### src/rtl/mem_arb_pkg.sv
// Shared types and codes for the memory port arbiter.
package mem_arb_pkg;

   typedef enum logic [1:0] {
      IDLE   = 2'b00,
      ACCESS = 2'b01,
      ERR    = 2'b10,
      RESP   = 2'b11
   } arb_state_t;

   typedef enum logic {
      PORT_DATA = 1'b0,
      PORT_IF   = 1'b1
   } port_id_t;

   localparam logic [1:0] SZ_BYTE    = 2'b00;
   localparam logic [1:0] SZ_HALF    = 2'b01;
   localparam logic [1:0] SZ_WORD    = 2'b10;
   localparam logic [1:0] SZ_ILLEGAL = 2'b11;

endpackage

### src/rtl/mem_range_check.sv
// Combinational address window / alignment / size legality check.
module mem_range_check
   import mem_arb_pkg::*;
#(
   parameter int unsigned             ADDRESS_SIZE  = 32,
   parameter int unsigned             ACCESS_SIZE   = 2,
   parameter int unsigned             MEM_SIZE      = 1048578,
   parameter logic [ADDRESS_SIZE-1:0] START_ADDRESS = 32'h80020000
)(
   input  logic [ADDRESS_SIZE-1:0] addr,
   input  logic [ACCESS_SIZE-1:0]  size,
   output logic                    valid
);

   localparam logic [ADDRESS_SIZE-1:0] MAX_OFFSET = ADDRESS_SIZE'(MEM_SIZE - 4);

   logic [ADDRESS_SIZE-1:0] offset;
   logic                    in_range;
   logic                    aligned;

   // Base address itself is outside the window (strict compare).
   always_comb begin
      offset   = addr - START_ADDRESS;
      in_range = (addr > START_ADDRESS) && (offset <= MAX_OFFSET);
      case (size)
         SZ_BYTE: aligned = 1'b1;
         SZ_HALF: aligned = ~addr[0];
         SZ_WORD: aligned = (addr[1:0] == 2'b00);
         default: aligned = 1'b0;
      endcase
      valid = in_range && aligned;
   end

endmodule

### src/rtl/mem_port_arbiter.sv
// Round-robin arbiter sharing one memory port between instruction fetch and load/store.
module mem_port_arbiter
   import mem_arb_pkg::*;
#(
   parameter int unsigned             ADDRESS_SIZE  = 32,
   parameter int unsigned             DATA_SIZE     = 32,
   parameter int unsigned             ACCESS_SIZE   = 2,
   parameter int unsigned             MEM_SIZE      = 1048578,
   parameter logic [ADDRESS_SIZE-1:0] START_ADDRESS = 32'h80020000
)(
   input  logic                    clk,
   input  logic                    rst_n,
   input  logic                    if_req,
   input  logic [ADDRESS_SIZE-1:0] if_addr,
   output logic                    if_ack,
   output logic [DATA_SIZE-1:0]    if_rdata,
   output logic                    if_err,
   input  logic                    d_req,
   input  logic                    d_wren,
   input  logic [ADDRESS_SIZE-1:0] d_addr,
   input  logic [ACCESS_SIZE-1:0]  d_size,
   input  logic [DATA_SIZE-1:0]    d_wdata,
   output logic                    d_ack,
   output logic [DATA_SIZE-1:0]    d_rdata,
   output logic                    d_err,
   output logic [ADDRESS_SIZE-1:0] mem_addr,
   output logic [DATA_SIZE-1:0]    mem_d_in,
   output logic [ACCESS_SIZE-1:0]  mem_acc_size,
   output logic                    mem_wren,
   output logic                    mem_en,
   input  logic [DATA_SIZE-1:0]    mem_d_out,
   input  logic                    mem_busy
);

   arb_state_t state, state_next;

   // lat_port doubles as the round-robin pointer and the port being served.
   port_id_t                lat_port;
   logic [ADDRESS_SIZE-1:0] lat_addr;
   logic [ACCESS_SIZE-1:0]  lat_size;
   logic [DATA_SIZE-1:0]    lat_wdata;
   logic                    lat_wren;
   logic [DATA_SIZE-1:0]    rdata_q;
   logic                    err_q;

   logic                    sampling;
   logic                    elig_d;
   logic                    elig_if;
   logic                    grant;
   port_id_t                sel_port;
   logic [ADDRESS_SIZE-1:0] sel_addr;
   logic [ACCESS_SIZE-1:0]  sel_size;
   logic [DATA_SIZE-1:0]    sel_wdata;
   logic                    sel_wren;
   logic                    sel_valid;
   logic [DATA_SIZE-1:0]    load_data;

   // Arbitration: the port currently being acked cannot win again in RESP.
   always_comb begin
      sampling = (state == IDLE) || (state == RESP);
      elig_d   = d_req  && !((state == RESP) && (lat_port == PORT_DATA));
      elig_if  = if_req && !((state == RESP) && (lat_port == PORT_IF));
      grant    = sampling && (elig_d || elig_if);
      if (elig_d && elig_if)
         sel_port = (lat_port == PORT_DATA) ? PORT_IF : PORT_DATA;
      else if (elig_if)
         sel_port = PORT_IF;
      else
         sel_port = PORT_DATA;
      if (sel_port == PORT_IF) begin
         sel_addr  = if_addr;
         sel_size  = SZ_WORD;
         sel_wdata = '0;
         sel_wren  = 1'b0;
      end else begin
         sel_addr  = d_addr;
         sel_size  = d_size;
         sel_wdata = d_wdata;
         sel_wren  = d_wren;
      end
   end

   mem_range_check #(
      .ADDRESS_SIZE  (ADDRESS_SIZE),
      .ACCESS_SIZE   (ACCESS_SIZE),
      .MEM_SIZE      (MEM_SIZE),
      .START_ADDRESS (START_ADDRESS)
   ) u_range_check (
      .addr  (sel_addr),
      .size  (sel_size),
      .valid (sel_valid)
   );

   // Sub-word loads come from the MSB-aligned lanes, zero-extended.
   always_comb begin
      load_data = '0;
      case (lat_size)
         SZ_BYTE: load_data[7:0]  = mem_d_out[DATA_SIZE-1 -: 8];
         SZ_HALF: load_data[15:0] = mem_d_out[DATA_SIZE-1 -: 16];
         default: load_data       = mem_d_out;
      endcase
   end

   // State register.
   always_ff @(posedge clk or negedge rst_n) begin
      if (!rst_n) state <= IDLE;
      else        state <= state_next;
   end

   // Next-state logic.
   always_comb begin
      state_next = state;
      case (state)
         IDLE, RESP: begin
            if (grant) state_next = sel_valid ? ACCESS : ERR;
            else       state_next = IDLE;
         end
         ACCESS:  if (!mem_busy) state_next = RESP;
         ERR:     state_next = RESP;
         default: state_next = IDLE;
      endcase
   end

   // Request latch at grant and response capture at the end of ACCESS/ERR.
   always_ff @(posedge clk or negedge rst_n) begin
      if (!rst_n) begin
         lat_port  <= PORT_IF;
         lat_addr  <= '0;
         lat_size  <= '0;
         lat_wdata <= '0;
         lat_wren  <= 1'b0;
         rdata_q   <= '0;
         err_q     <= 1'b0;
      end else begin
         if (grant) begin
            lat_port  <= sel_port;
            lat_addr  <= sel_addr;
            lat_size  <= sel_size;
            lat_wdata <= sel_wdata;
            lat_wren  <= sel_wren;
         end
         if ((state == ACCESS) && !mem_busy) begin
            rdata_q <= lat_wren ? '0 : load_data;
            err_q   <= 1'b0;
         end else if (state == ERR) begin
            rdata_q <= '0;
            err_q   <= 1'b1;
         end
      end
   end

   // Outputs: memory strobes only in ACCESS, ack/data only in RESP for the winner.
   always_comb begin
      mem_en       = (state == ACCESS);
      mem_wren     = mem_en && lat_wren;
      mem_addr     = mem_en ? lat_addr  : '0;
      mem_d_in     = mem_en ? lat_wdata : '0;
      mem_acc_size = mem_en ? lat_size  : '0;
      if_ack       = (state == RESP) && (lat_port == PORT_IF);
      d_ack        = (state == RESP) && (lat_port == PORT_DATA);
      if_rdata     = if_ack ? rdata_q : '0;
      if_err       = if_ack && err_q;
      d_rdata      = d_ack  ? rdata_q : '0;
      d_err        = d_ack  && err_q;
   end

endmodule

### config.mk
export PLATFORM = sky130hd
export DESIGN_NAME = mem_port_arbiter
export DESIGN_NICKNAME = d
export VERILOG_FILES = /design/src/rtl/mem_arb_pkg.sv /design/src/rtl/mem_range_check.sv /design/src/rtl/mem_port_arbiter.sv
export SDC_FILE = /design/constraint.sdc
export NUM_CORES = 1
export LEC_CHECK = 0
export ABC_CLOCK_PERIOD_IN_PS = 5070
export CORE_UTILIZATION = 47
export CTS_CLUSTER_DIAMETER = 150
export DETAILED_ROUTE_END_ITERATION = 12
export GPL_TIMING_DRIVEN = 0
export HOLD_SLACK_MARGIN = 0.05
export PLACE_DENSITY = 0.88
export SLEW_MARGIN = 20
export SYNTH_ARGS = -nofsm -noshare
export SYNTH_HDL_FRONTEND = slang
export SYNTH_HIERARCHICAL = 1
export SYNTH_SLANG_ARGS = --single-unit
### constraint.sdc
create_clock -name clk -period 5.07 [get_ports clk]
set_input_delay 0.7605 -clock clk [delete_from_list [all_inputs] [get_ports clk]]
set_output_delay 0.7605 -clock clk [all_outputs]
set_load 0.1 [all_outputs]
* Word level (Yosys, flattened, before mapping)
Cells that the tools add are included.
** Storage, ports and cells
- Logic and storage cells :: 69
- Output and inout bits :: 136
- Input bits :: 136
- Bits in registers :: 103
** Cells by class
- Magnitude comparators :: 2
- Reduce and logical (&&, ||, !) cells :: 24
- Add/subtract/negate cells :: 1
- Muxes and demuxes :: 25
- Bitwise operators :: 2
- Equality and inequality tests :: 7
** Operators with widths (number)
- 2-to-1 mux 32 bit :: 9
- greater-than comparator 32 bit, second input constant :: 1
- <= comparator 32 x 20 -> 1 bit, second input constant :: 1
- case mux 8 bit (2 select lines) :: 2
- subtractor 32 bit, second input constant :: 1
- 2-to-1 mux 16 bit :: 1
- logical AND 1 bit :: 12
- 2-to-1 mux 2 bit :: 5
- zero test 2 bit :: 4
- equality test 2 x 1 -> 1 bit, second input constant :: 3
- equality test 2 bit, second input constant :: 3
- 2-to-1 mux 1 bit :: 6
- case mux 2 bit (3 select lines) :: 1
- OR reduction 2 bit :: 2
- zero test 1 bit :: 3
- case mux 1 bit (3 select lines) :: 1
- logical OR 1 bit :: 2
- inequality test 2 bit, second input constant :: 1
- NOT 1 bit :: 2
- nonzero test 2 bit :: 1

* Logic depth before layout (Yosys ltp)
Gate-level depths: netlist of the first run.
- Depth after elaboration :: 14
- Depth in mapped cells :: 14
- Mapped depth without buffers :: 12

* Modules after synthesis
Netlist of the first run, hierarchy kept.
** Modules (own cells, without submodules)
- mem_port_arbiter :: times used 1, cells each 601, area each 6030.8 um^2, sequential area each 2578.7 um^2
- mem_range_check :: times used 1, cells each 51, area each 341.6 um^2, sequential area each 0.0 um^2

* Least setup slack after synthesis of the first run
No wires, ideal clock.
- Kind :: reg-to-output
- Start :: register state[0]
- End :: output d_rdata[22]
- Slack :: 1641 ps
- Stages on the path, launching flop included :: 6
- Data arrival time :: 2669 ps
- Path through :: dfrtp_1 -> ha_1 -> nand2b_1 -> inv_1 -> clkbuf_1 -> and2_1
** Between the ends
- Longest elaborated chain between the ends :: 3
** RTL lines
- start, declared :: line mem_port_arbiter.sv:35 : arb_state_t state, state_next;
- start signal, assigned :: line mem_port_arbiter.sv:107 : else state <= state_next;
- equality test 2 bit :: line mem_port_arbiter.sv:160 : d_ack = (state == RESP) && (lat_port == PORT_DATA);
- logical AND 1 bit :: line mem_port_arbiter.sv:160
- via d_ack :: line mem_port_arbiter.sv:23 : output logic d_ack,
- 2-to-1 mux 32 bit :: line mem_port_arbiter.sv:163 : d_rdata = d_ack ? rdata_q : '0;
- end, declared :: line mem_port_arbiter.sv:24 : output logic [DATA_SIZE-1:0] d_rdata,
The timed path passes the listed nets, and every way through them passes these cells.

* Final worst setup path of the first run
- Start :: register state[1]
- End :: output mem_d_in[8]
** Between the ends
- Longest elaborated chain between the ends :: 2
** RTL lines
- equality test 2 x 1 -> 1 bit :: line mem_port_arbiter.sv:154 : mem_en = (state == ACCESS);
- 2-to-1 mux 32 bit :: line mem_port_arbiter.sv:157 : mem_d_in = mem_en ? lat_wdata : '0;
- end, declared :: line mem_port_arbiter.sv:27 : output logic [DATA_SIZE-1:0] mem_d_in,
No other way between the ends.

==> results of run 1 <==
==> layout make-up <==
cell class	count	area [µm²]	share of cell area
tap	176	220	0.0229
inverter	40	150	0.0156
clock buffer	13	260	0.0271
timing repair buffer	272	2740	0.286
sequential	103	2580	0.269
buffer	56	263	0.0274
multi-input combinational	453	3380	0.352
clock inverter	1	5.00	0.000521
==> flip-flops by register name (all words and copies together) (netlist names) <==
signal / flops
lat_port: 1
lat_addr: 32
state: 2
lat_wdata: 32
lat_size: 2
lat_wren: 1
err_q: 1
rdata_q: 32
==> kinds of logic (layout without fill, tap and decap cells) <==
logic type,after synthesis,in the layout,synth area share
AND/OR/NAND/NOR,236,236,0.211
AO/OA/AOI/OAI,136,136,0.166
flip-flops,103,103,0.405
buffers and inverters,96,382,0.0648
multiplexers,76,76,0.144
adder cells (fa/ha/maj),5,5,0.00982
==> cell usage after synthesis (2+ instances only) <==
library cell,n,share of area
and2_1,101,0.099
and3_1,34,0.033
nand4b_1,2,0.0027
nor3b_2,2,0.0039
mux2_4,19,0.045
nor4_1,6,0.0059
o32ai_1,32,0.044
nor2b_1,4,0.0039
o21a_1,3,0.0035
ha_1,5,0.0098
o21ai_0,17,0.013
mux2i_1,9,0.014
nor2_1,11,0.0065
mux2_2,48,0.085
inv_1,40,0.024
nand2_1,59,0.035
dfrtp_1,102,0.40
nor4b_1,2,0.0027
clkbuf_1,33,0.019
a22o_1,32,0.044
a21oi_1,4,0.0031
nand4_1,3,0.0029
a31oi_1,2,0.0020
buf_6,4,0.0071
o221ai_1,2,0.0027
nor3_1,4,0.0031
a21boi_0,34,0.040
nand2b_1,3,0.0029
buf_2,18,0.014
o22ai_1,2,0.0020
==> metal layers <==
metal	vias up	GRT usage	share of wire
met5	-	0	0
met4	0	0.113	0.030
met3	44	0.0642	0.075
met2	275	0.500	0.49
met1	2867	0.351	0.40
li1	2860	-	-
==> worst paths after layout <==
kind,from,end,slack [ns]
setup / recovery,state[1],mem_d_in[8],1.04
hold / removal,rst_n,lat_addr[8],0.33
setup reg to reg,lat_port,state[0],1.44
hold reg to reg,lat_addr[26],lat_addr[26],0.50
max in group asynchronous,rst_n,lat_port,4.07
min in group clk,lat_addr[26],lat_addr[26],0.50
==> stage by stage <==
stage | TNS, ns | cell area [µm²] | hold WS, ns
4_1_cts | 0 | 9600 | 0.341
2_1_floorplan | 0 | 6370 | 0.465
6_report | 0 | 9600 | 0.328
3_3_place_gp | -72.93 | 9310 | 0.479
5_1_grt | 0 | 9600 | 0.355
3_5_place_dp | 0 | 9330 | 0.486
==> power groups by stage <==
stage | Sequential (mW) | Clock [mW] | Combinational, mW
floorplan | 1.26 | 0 | 2.26
global placement | 1.31 | 0 | 2.94
detailed placement | 1.32 | 0 | 2.99
CTS | 1.31 | 0.651 | 3.00
global route | 1.35 | 0.685 | 3.17
finish | 1.31 | 0.639 | 3.00
==> results by group, run 1 <==
Pwr
  – Total chip power: 4.95 mW
  – Switching power: 2.37 mW
  – Static Leak: 4.25 nW
  – Logic gate share of total power: 0.606
  – Clock Power Share: 0.129
  – P_int: 2.58 mW
  – PwrDens: 515 mW/mm²
  – Peak supply drop: 266 µV
  – Sw frac: 0.478
  – Reg power frac: 0.265

Layout
  – Final core occ: 0.725
  – Most frequent cells in the layout: 270 x clkdlybuf4s50_1, 102 x dfrtp_1, 101 x and2_1, 59 x nand2_1, 48 x mux2_2
  – N_diodes: 0
  – Area Overhead vs Synth: 50.6%
  – Layout cells sized above 1: 0.117
  – Total Nets Final: 1076
  – Commonest non-fill, non-tap cell in the layout: clkdlybuf4s50_1
  – Fill cell count: 1020
  – Non-filler cells, final: 1114

Route
  – DR vias/cell: 5.43
  – DRT antenna net count: 0
  – Number of DRC markers in iteration 0: 407
  – WL per Instance: 17.8 µm
  – Vias: 6046
  – First-pass iteration count of the detailed router: 5
  – DRT Wirelength: 19.9 mm
  – Residual DRC: 0

CTS
  – CTS tree: built
  – H-tree level count: 3
  – Number of CTS-inserted buffers: 9
  – Clock sinks: 103
  – Cts hold-fix bufs: 0
  – Max clock buf depth: 2
  – Clock Latency Late Sink: 0.34 ns
  – Clock-pin slew on the worst setup and hold paths: 0.07 ns
  – Setup Fix Bufs, Post-CTS: 0
  – Post_cts resized: 0
  – CTS root buffer: clkbuf_16

Die
  – Die area: 0.0140 mm²
  – IO Pins: 272
  – Row count: 42
  – Initial core utilization: 0.481
  – Die W: 118 µm
  – Overall die height: 118 µm
  – Core box area: 0.0132 mm²

Worst setup path
  – CP top delay family: buffers and inverters
  – Slowest cell delay on critical path: 1.14 ns
  – CP max FO: 10
  – Crit-path cells: inv_1, ha_1, clkbuf_1, clkbuf_1, and2_1, clkdlybuf4s50_1
  – R2R depth: 12
  – Crit Path Category: register to output pin
  – Most frequent CP cell: clkbuf_1
  – CP arrival: 3.27 ns
  – Critical Path Source Type: register
  – Buf/Inv on CP: 4
  – WP depth: 6
  – CP required: 4.31 ns
  – Slowest CP cell: clkdlybuf4s50_1
  – CP endpoint kind: output pin

Yosys
  – Mean Syn Cell Area: 9.77 µm²
  – Syn nets: 793
  – Number of synthesized flops with an enable pin: 0
  – Sequential share of the synthesized area: 0.405
  – Synthesized area: 0.00637 mm²
  – Ys flop type: dfrtp_1
  – Asr flop ratio synth: 1.00
  – Cells after Synth: 652
  – Yosys reg bits: 103
  – Synth Warn #: 6
  – Cell variety after synth: 45

Place
  – Placed Cells incl. Taps: 1100
  – Hpwl dp: 15.5 mm
  – Placer Congestion: 0.933
  – Place WS: 0.789 ns
  – IO Port Bufs: 271

STA
  – Crit path time final: 4.03 ns
  – Max Slew Vio Count: 0
  – Worst slew pin tran: 1.05 ns
  – Max Freq: 248 MHz
  – Worst setup margin: 1.04 ns
  – Final setup vio count: 0
  – Final hold viol count: 0
  – RSZ-0062 raised after global routing: false
  – Max-Slew Margin vs Limit: 0.300
  – Tcrit/Tclk final: 0.794
  – Clock skew: 0.00514 ns

Min path
  – Hold Path Class: input port to async pin

Flow run
  – Max-cap violations: 0

Global routing
  – Grt total ovfl: 0
  – Number of global-route vias before repair: 6023
  – Initial antenna violation count: 0
  – Total global-route track usage: 0.290
  – First-pass GRT wire length: 31.7 mm
  – Largest net degree at the start of global routing: 64

Status
  – Status: complete, no violations
Power figures use the tool's default switching activity.
==> run 2, diff against run 1 <==
--- a/config.mk
+++ b/config.mk
@@ -5,13 +5,13 @@
 export SDC_FILE = /design/constraint.sdc
 export NUM_CORES = 1
 export LEC_CHECK = 0
-export ABC_CLOCK_PERIOD_IN_PS = 5070
-export CORE_UTILIZATION = 47
+export ABC_CLOCK_PERIOD_IN_PS = 3400
+export CORE_UTILIZATION = 39
 export CTS_CLUSTER_DIAMETER = 150
 export DETAILED_ROUTE_END_ITERATION = 12
 export GPL_TIMING_DRIVEN = 0
 export HOLD_SLACK_MARGIN = 0.05
-export PLACE_DENSITY = 0.88
+export PLACE_DENSITY = 0.78
 export SLEW_MARGIN = 20
 export SYNTH_ARGS = -nofsm -noshare
 export SYNTH_HDL_FRONTEND = slang
==> constraint.sdc (replaced) <==
create_clock -name clk -period 3.4 [get_ports clk]
set_input_delay 0.51 -clock clk [delete_from_list [all_inputs] [get_ports clk]]
set_output_delay 0.51 -clock clk [all_outputs]
set_load 0.1 [all_outputs]
==> run 2 against run 1 <==
Clock skew barely moved. Clock power rose by 51%. Power rose by 49%. Critical path depth rose by 5. Utilization fell by 12 points. Hold slack improved by 0.17 ns. Highest routed layer unchanged. Critical endpoint is now state[0]. Non-clock buffer count rose by 1. Combinational power rose by 48%. Clock-buffer cell count did not move. Die area rose by 20%.
==> results by group, run 2 (synthesized netlist as in run 1, its figures left out) <==
Pwr
  – PwrDens: 761 mW/mm²
  – Peak supply drop: 388 µV
  – P_int: 3.77 mW
  – Static Leak: 5.08 nW
  – Sw frac: 0.487
  – Logic gate share of total power: 0.603
  – Switching power: 3.58 mW
  – Clock Power Share: 0.131
  – Reg power frac: 0.266

Place
  – Dpl cell area: 0.00938 mm²
  – Placed Cells incl. Taps: 1140
  – IO Port Bufs: 271
  – Placer Congestion: 0.833
  – Hpwl dp: 15.8 mm
  – Place WS: -0.706 ns

Layout
  – Commonest non-fill, non-tap cell in the layout: clkdlybuf4s50_1
  – Fill cell count: 1404
  – Most frequent cells in the layout: 142 x clkdlybuf4s50_1, 102 x dfrtp_1, 101 x and2_1, 59 x nand2_1, 48 x mux2_2
  – Regs by FF count: lat_addr x32, lat_wdata x32, rdata_q x32
  – Layout cells sized above 1: 0.187
  – Area Overhead vs Synth: 51.7%
  – Total Nets Final: 1077
  – Non-filler cells, final: 1157
  – N_diodes: 0
  – Design Area, Final: 0.00967 mm²

Worst setup path
  – CP required: 3.67 ns
  – CP top delay family: simple AND/OR/NAND/NOR gates
  – Critical register-to-register path endpoint: state[0]
  – R2R depth: 10
  – Crit Path Category: input port to register
  – Slowest CP cell: clkdlybuf4s50_1
  – Critical Path Source Type: input port
  – Worst r2r src: lat_port
  – Crit-path cells: clkdlybuf4s50_1, buf_2, nor3b_4, clkbuf_4, o32ai_1, nor4_4, and3_1, o22ai_1, nor4_4, o221ai_1, a31oi_1
  – R2r setup slk: 0.21 ns
  – CP arrival: 3.56 ns
  – CP max FO: 10
  – Buf/Inv on CP: 3
  – Slowest cell delay on critical path: 0.47 ns
  – Most frequent CP cell: nor4_4
  – CP endpoint kind: register

Global routing
  – Initial antenna violation count: 0
  – Number of global-route vias before repair: 5949
  – Largest net degree at the start of global routing: 74
  – Grt total ovfl: 0
  – First-pass GRT wire length: 31.7 mm
  – Total global-route track usage: 0.246

Min path
  – Hold Path Class: register to register
  – Worst Hold Path EP: lat_addr[5]
  – Worst hold path depth: 1
  – Hold_sp: lat_addr[5]

STA
  – Max Slew Vio Count: 0
  – Max Freq: 303 MHz
  – Crit path time final: 3.30 ns
  – Tcrit/Tclk final: 0.970
  – Worst slew pin tran: 1.02 ns
  – Final setup vio count: 0
  – WHS: 0.496 ns
  – Max-Slew Margin vs Limit: 0.324
  – Final hold viol count: 0
  – RSZ-0062 raised after global routing: true
  – Clock skew: 0.00529 ns
  – Worst setup margin: 0.102 ns

Route
  – DRT antenna net count: 0
  – Vias: 6065
  – First-pass iteration count of the detailed router: 6
  – Residual DRC: 0
  – WL per Instance: 18.0 µm
  – DR vias/cell: 5.24
  – Number of DRC markers in iteration 0: 396
  – DRT Wirelength: 20.8 mm

Die
  – Die area: 0.0169 mm²
  – Initial core utilization: 0.400
  – Core box area: 0.0159 mm²
  – Overall die height: 130 µm
  – Row count: 46
  – IO Pins: 272
  – Die W: 130 µm

CTS
  – Number of CTS-inserted buffers: 9
  – Setup Fix Bufs, Post-CTS: 0
  – Clock Latency Late Sink: 0.34 ns
  – H-tree level count: 3
  – Max clock buf depth: 2
  – Clock-pin slew on the worst setup and hold paths: 0.07 ns
  – Clock sinks: 103
  – CTS tree: built
  – CTS root buffer: clkbuf_16

Flow run
  – Max-cap violations: 0

Status
  – Status: complete, no violations
-- run 2: cell types whose count changed in the layout (fill, tap and decap cells not counted), moves of 2 or more --
cell / change
o32ai_4: +2
dlymetal6s2s_1: +32
clkbuf_2: +30
clkdlybuf4s50_1: -128
o32ai_2: +2
dlygate4sd2_1: +37
buf_2: -2
clkdlybuf4s15_2: +30
o32ai_1: -4
-- run 2: per-stage QoR --
| stage | power, mW | util | setup TNS, ns |
|---|---|---|---|
| detailed placement | 6.43 | 0.589 | -3.25 |
| CTS | 7.36 | 0.606 | 0 |
| floorplan | 5.25 | - | 0 |
| global route | 7.75 | 0.606 | -0.0532 |
| global placement | 6.36 | 0.587 | -234.46 |
| finish | 7.36 | 0.606 | 0 |
-- run 2: final cells by class --
class                      instances  area [µm²]  area share
multi-input combinational        453        3450       0.357
timing repair buffer             273        2680       0.277
sequential                       103        2580       0.267
tap                              216         270      0.0280
buffer                            56         269      0.0278
clock buffer                      13         250      0.0259
inverter                          40         150      0.0155
clock inverter                     3        18.8     0.00194
-- run 2: power groups by stage --
stage | combinational (mW) | clock (mW) | sequential (mW)
floorplan | 3.37 | 0 | 1.88
global placement | 4.41 | 0 | 1.95
detailed placement | 4.46 | 0 | 1.97
CTS | 4.43 | 0.985 | 1.95
global route | 4.71 | 1.03 | 2.01
finish | 4.44 | 0.962 | 1.96
-- run 2: routing by layer --
| layer | up-vias | GRT usage | wire length, µm |
|---|---|---|---|
| met4 | 0 | 0.0800 | 400 |
| met3 | 27 | 0.0439 | 1490 |
| met2 | 274 | 0.425 | 10100 |
| met5 | - | 0 | 0 |
| met1 | 2904 | 0.312 | 8750 |
| li1 | 2860 | - | - |
-- run 2: how the worst max path moves through the flow --
stage | start | endpoint | slack (ns) | cells after the start
finish | if_req | state[0] | 0.10 | 11
global route | if_req | state[0] | -0.05 | 11
CTS | if_req | state[0] | 0.004 | 13
detailed placement | if_req | state[0] | -0.71 | 13
global placement | rst_n | lat_wdata[8] | -2.27 | 1
floorplan | state[0] | d_rdata[22] | 0.22 | 5
-- run 2: repair_timing --
action / 4_1_cts / 5_1_grt
hold endpoints to repair: 27 / 0
gates resized for setup: 162 / 98
pin swaps: 0 / 0
hold buffers: 1 / 0
setup endpoints to repair: 98 / 99
gates cloned: 0 / 0
-- run 2: worst reg2reg max path: stages, from the launching register on --
cell and delay [ns]:
dfstp_2 0.56, buf_2 0.28, nor2b_2 0.12, buf_2 0.23
o32ai_2 0.54, or4b_1 0.48, a21oi_1 0.15, a21oi_1 0.09
nor4_4 0.28, o221ai_1 0.19, a31oi_1 0.19
==> run 3, diff against run 2 <==
--- a/config.mk
+++ b/config.mk
@@ -7,7 +7,8 @@
 export LEC_CHECK = 0
 export ABC_CLOCK_PERIOD_IN_PS = 3400
 export CORE_UTILIZATION = 39
-export CTS_CLUSTER_DIAMETER = 150
+export CTS_CLUSTER_DIAMETER = 200
+export CTS_CLUSTER_SIZE = 12
 export DETAILED_ROUTE_END_ITERATION = 12
 export GPL_TIMING_DRIVEN = 0
 export HOLD_SLACK_MARGIN = 0.05
==> results of run 3 <==
The final DEF is identical to that of run 2; final timing and power are the same.
==> patch, RTL diff (settings of run 2) <==
Reset style: synchronous (`rst_n`), changed in 2 clocked blocks.
--- a/src/rtl/mem_port_arbiter.sv
+++ b/src/rtl/mem_port_arbiter.sv
@@ -103,5 +103,5 @@
 
    // State register.
-   always_ff @(posedge clk or negedge rst_n) begin
+   always_ff @(posedge clk) begin
       if (!rst_n) state <= IDLE;
       else        state <= state_next;
@@ -123,5 +123,5 @@
 
    // Request latch at grant and response capture at the end of ACCESS/ERR.
-   always_ff @(posedge clk or negedge rst_n) begin
+   always_ff @(posedge clk) begin
       if (!rst_n) begin
          lat_port  <= PORT_IF;
Formal check against the unedited RTL: differs if rst_n is asserted again (counterexample within 4 cycles, from zero or initial values and one cycle with rst_n low); with rst_n held inactive, the same outputs for 4 cycles.
==> patch against run 2 <==
- clock skew up 0.0083 ns
- highest routed layer unchanged
- synthesized area up 17%
- sequential cell count unchanged
- critical endpoint is now state[0]
- global-route usage up 0.90 points
- wire length up 23%
- worst setup slack better by 0.020 ns
- largest cell class unchanged
- design area up 12%
Power is not compared: it rests on default switching activity, and its combinational part moved more than twofold at a synthesized area within 25%.
==> patch: results (changes against run 2) <==
[run_status]
outcome=complete, no violations

[synthesis]
async_flop_share_pct=0  ; -100 points
synth-compound-area-share_pct=25.2  ; +8.6 points
synth_mux_area_share_pct=5.84  ; -8.5 points
synth-main-ff-cell=dfxtp_1
synth_area_leaders=dfxtp_1 28%, and2_1 11%, a32oi_2 6.5%
synthAdderAreaFrac_pct=0.839  ; -0.14 points
yosysSeqAreaShare_pct=27.7  ; -13 points
synth_fp_nets=1014  ; +28%
ys_top_cells_by_count=135 x and2_1, 103 x dfxtp_1, 64 x or2_2, 58 x clkbuf_1, 46 x nand2_1

[global_route]
grt_max_degree=17  ; -77%
track_usage_pct=25.5  ; +0.90 points
grt_pass1_wl_mm=39.8  ; +26%
first_global_vias=7473  ; +26%

[detailed_routing]
routedWlPerCell_um=18.4  ; +2.3%
dr.pass1.iters=5  ; -1
drt_iter0_markers=386  ; -2.5%
via_per_inst=5.54  ; +5.7%

[cells_and_area]
drive_gt1_share_pct=20.4  ; +1.7 points
layout.nets=1296  ; +20%
fillers=1708  ; +22%

[worst_setup_path]
r2r_end=state[0]
crit_path_start=state[0]
ff2ff_setup_slack_ns=0.12  ; -0.09 ns
critPathSlowestCell=nor4_4
cp-end-kind=register
r2r_cells=13  ; +3
critical-path-max-stage-delay_ns=0.38  ; -0.09 ns

[sta]
tightestPinTransition_ns=1.03  ; +0.0129 ns
final.period_utilization_pct=96.4  ; -0.60 points
fin_worst_skew_ns=0.0136  ; +0.00831 ns

[place]
place_ws_ns=-0.331  ; +0.375 ns
hpwl_mm=19.8  ; +25%
place_area_mm2=0.0105  ; +11%
place.gp.congestion=0.892  ; +7.2%
port_buffers=270  ; -0.37%

[clock_network]
cts.path.max_buffers=2  ; unchanged

[worst_hold_path]
hp-class=register to register

[pwr]
p_leak_nw=4.64
ir_drop_mv=0.272

-- patch: changes by cell type after synthesis, moves of 32 or more --
cell,before,now
a21boi_0,34,0
a22o_1,32,0
and2_1,101,135
dfrtp_1,102,0
dfxtp_1,0,103
mux2_2,48,0
mux2i_1,9,42
o2111ai_1,1,33
o211ai_1,1,35
o32ai_1,32,0
or2_2,0,64
-- patch: cell families (layout without fill, tap and decap cells) --
family,count (synthesis),count (layout)
flip-flops,103,103
AND/OR/NAND/NOR,377,377
AO/OA/AOI/OAI,205,205
multiplexers,43,43
buffers and inverters,140,427
adder cells (fa/ha/maj),5,5
-- patch: routing by layer --
metal,track usage (%),part of all wire (%),wire (um)
met5,0,0,0
met4,9.31,2.6,677
met3,3.62,5.0,1280
met2,45.4,49,12700
met1,31.2,43,11000
-- patch: how the worst min path moves through the flow --
stage	slack, ns	depth (start not counted)	endpoint	startpoint
final	0.45	2	lat_wdata[11]	lat_wdata[11]
after CTS	0.46	2	lat_wdata[11]	lat_wdata[11]
after floorplan	0.43	2	lat_wdata[0]	lat_wdata[0]
after global routing	0.47	2	lat_wdata[10]	lat_wdata[10]
after global placement	0.44	2	lat_wdata[16]	lat_wdata[16]
after detailed placement	0.45	2	lat_wdata[11]	lat_wdata[11]
-- patch: worst max-delay path: cells and delay by family (launching register included) --
kind            cells  cell delay [ns]
compound gates      5             1.01
simple gates        3             1.08
buf+inv             4             0.57
fa+ha+maj           1             0.19
flops               1             0.34
-- patch: layout make-up --
class / count / area [um2] / share of cell area [%]
Tap cell: 234 / 293 / 2.71
Buffer: 97 / 524 / 4.86
Multi-Input combinational cell: 630 / 4800 / 44.5
Inverter: 43 / 166 / 1.54
Clock buffer: 11 / 243 / 2.25
Clock inverter: 5 / 56.3 / 0.522
Timing Repair Buffer: 271 / 2640 / 24.5
Sequential cell: 103 / 2060 / 19.1
-- patch: power by group through the flow --
stage	logic [mW]	clock network (mW)	registers, mW
2_1_floorplan	1.54	0	1.48
3_3_place_gp	2.09	0	1.51
3_5_place_dp	2.12	0	1.52
4_1_cts	2.10	1.09	1.49
5_1_grt	2.28	1.14	1.52
6_report	2.14	1.08	1.49
-- patch: metrics by stage --
| step | TNS (ns) | total power, mW | std cells |
|---|---|---|---|
| after floorplan | 0 | 3.02 | 873 |
| after global placement | -1.09 | 3.59 | 1377 |
| after detailed placement | -1.09 | 3.63 | 1377 |
| after CTS | 0 | 4.68 | 1393 |
| after global routing | -0.0445 | 4.93 | 1394 |
| final | 0 | 4.72 | 1394 |
-- patch: repair_timing --
item,CTS,global route
cloned,0,0
endpoints found under the hold margin,0,0
gates resized for setup,158,41
endpoints found under the setup margin,118,27
pin swaps,0,7
buffers inserted,0,1
hold buffers,0,0
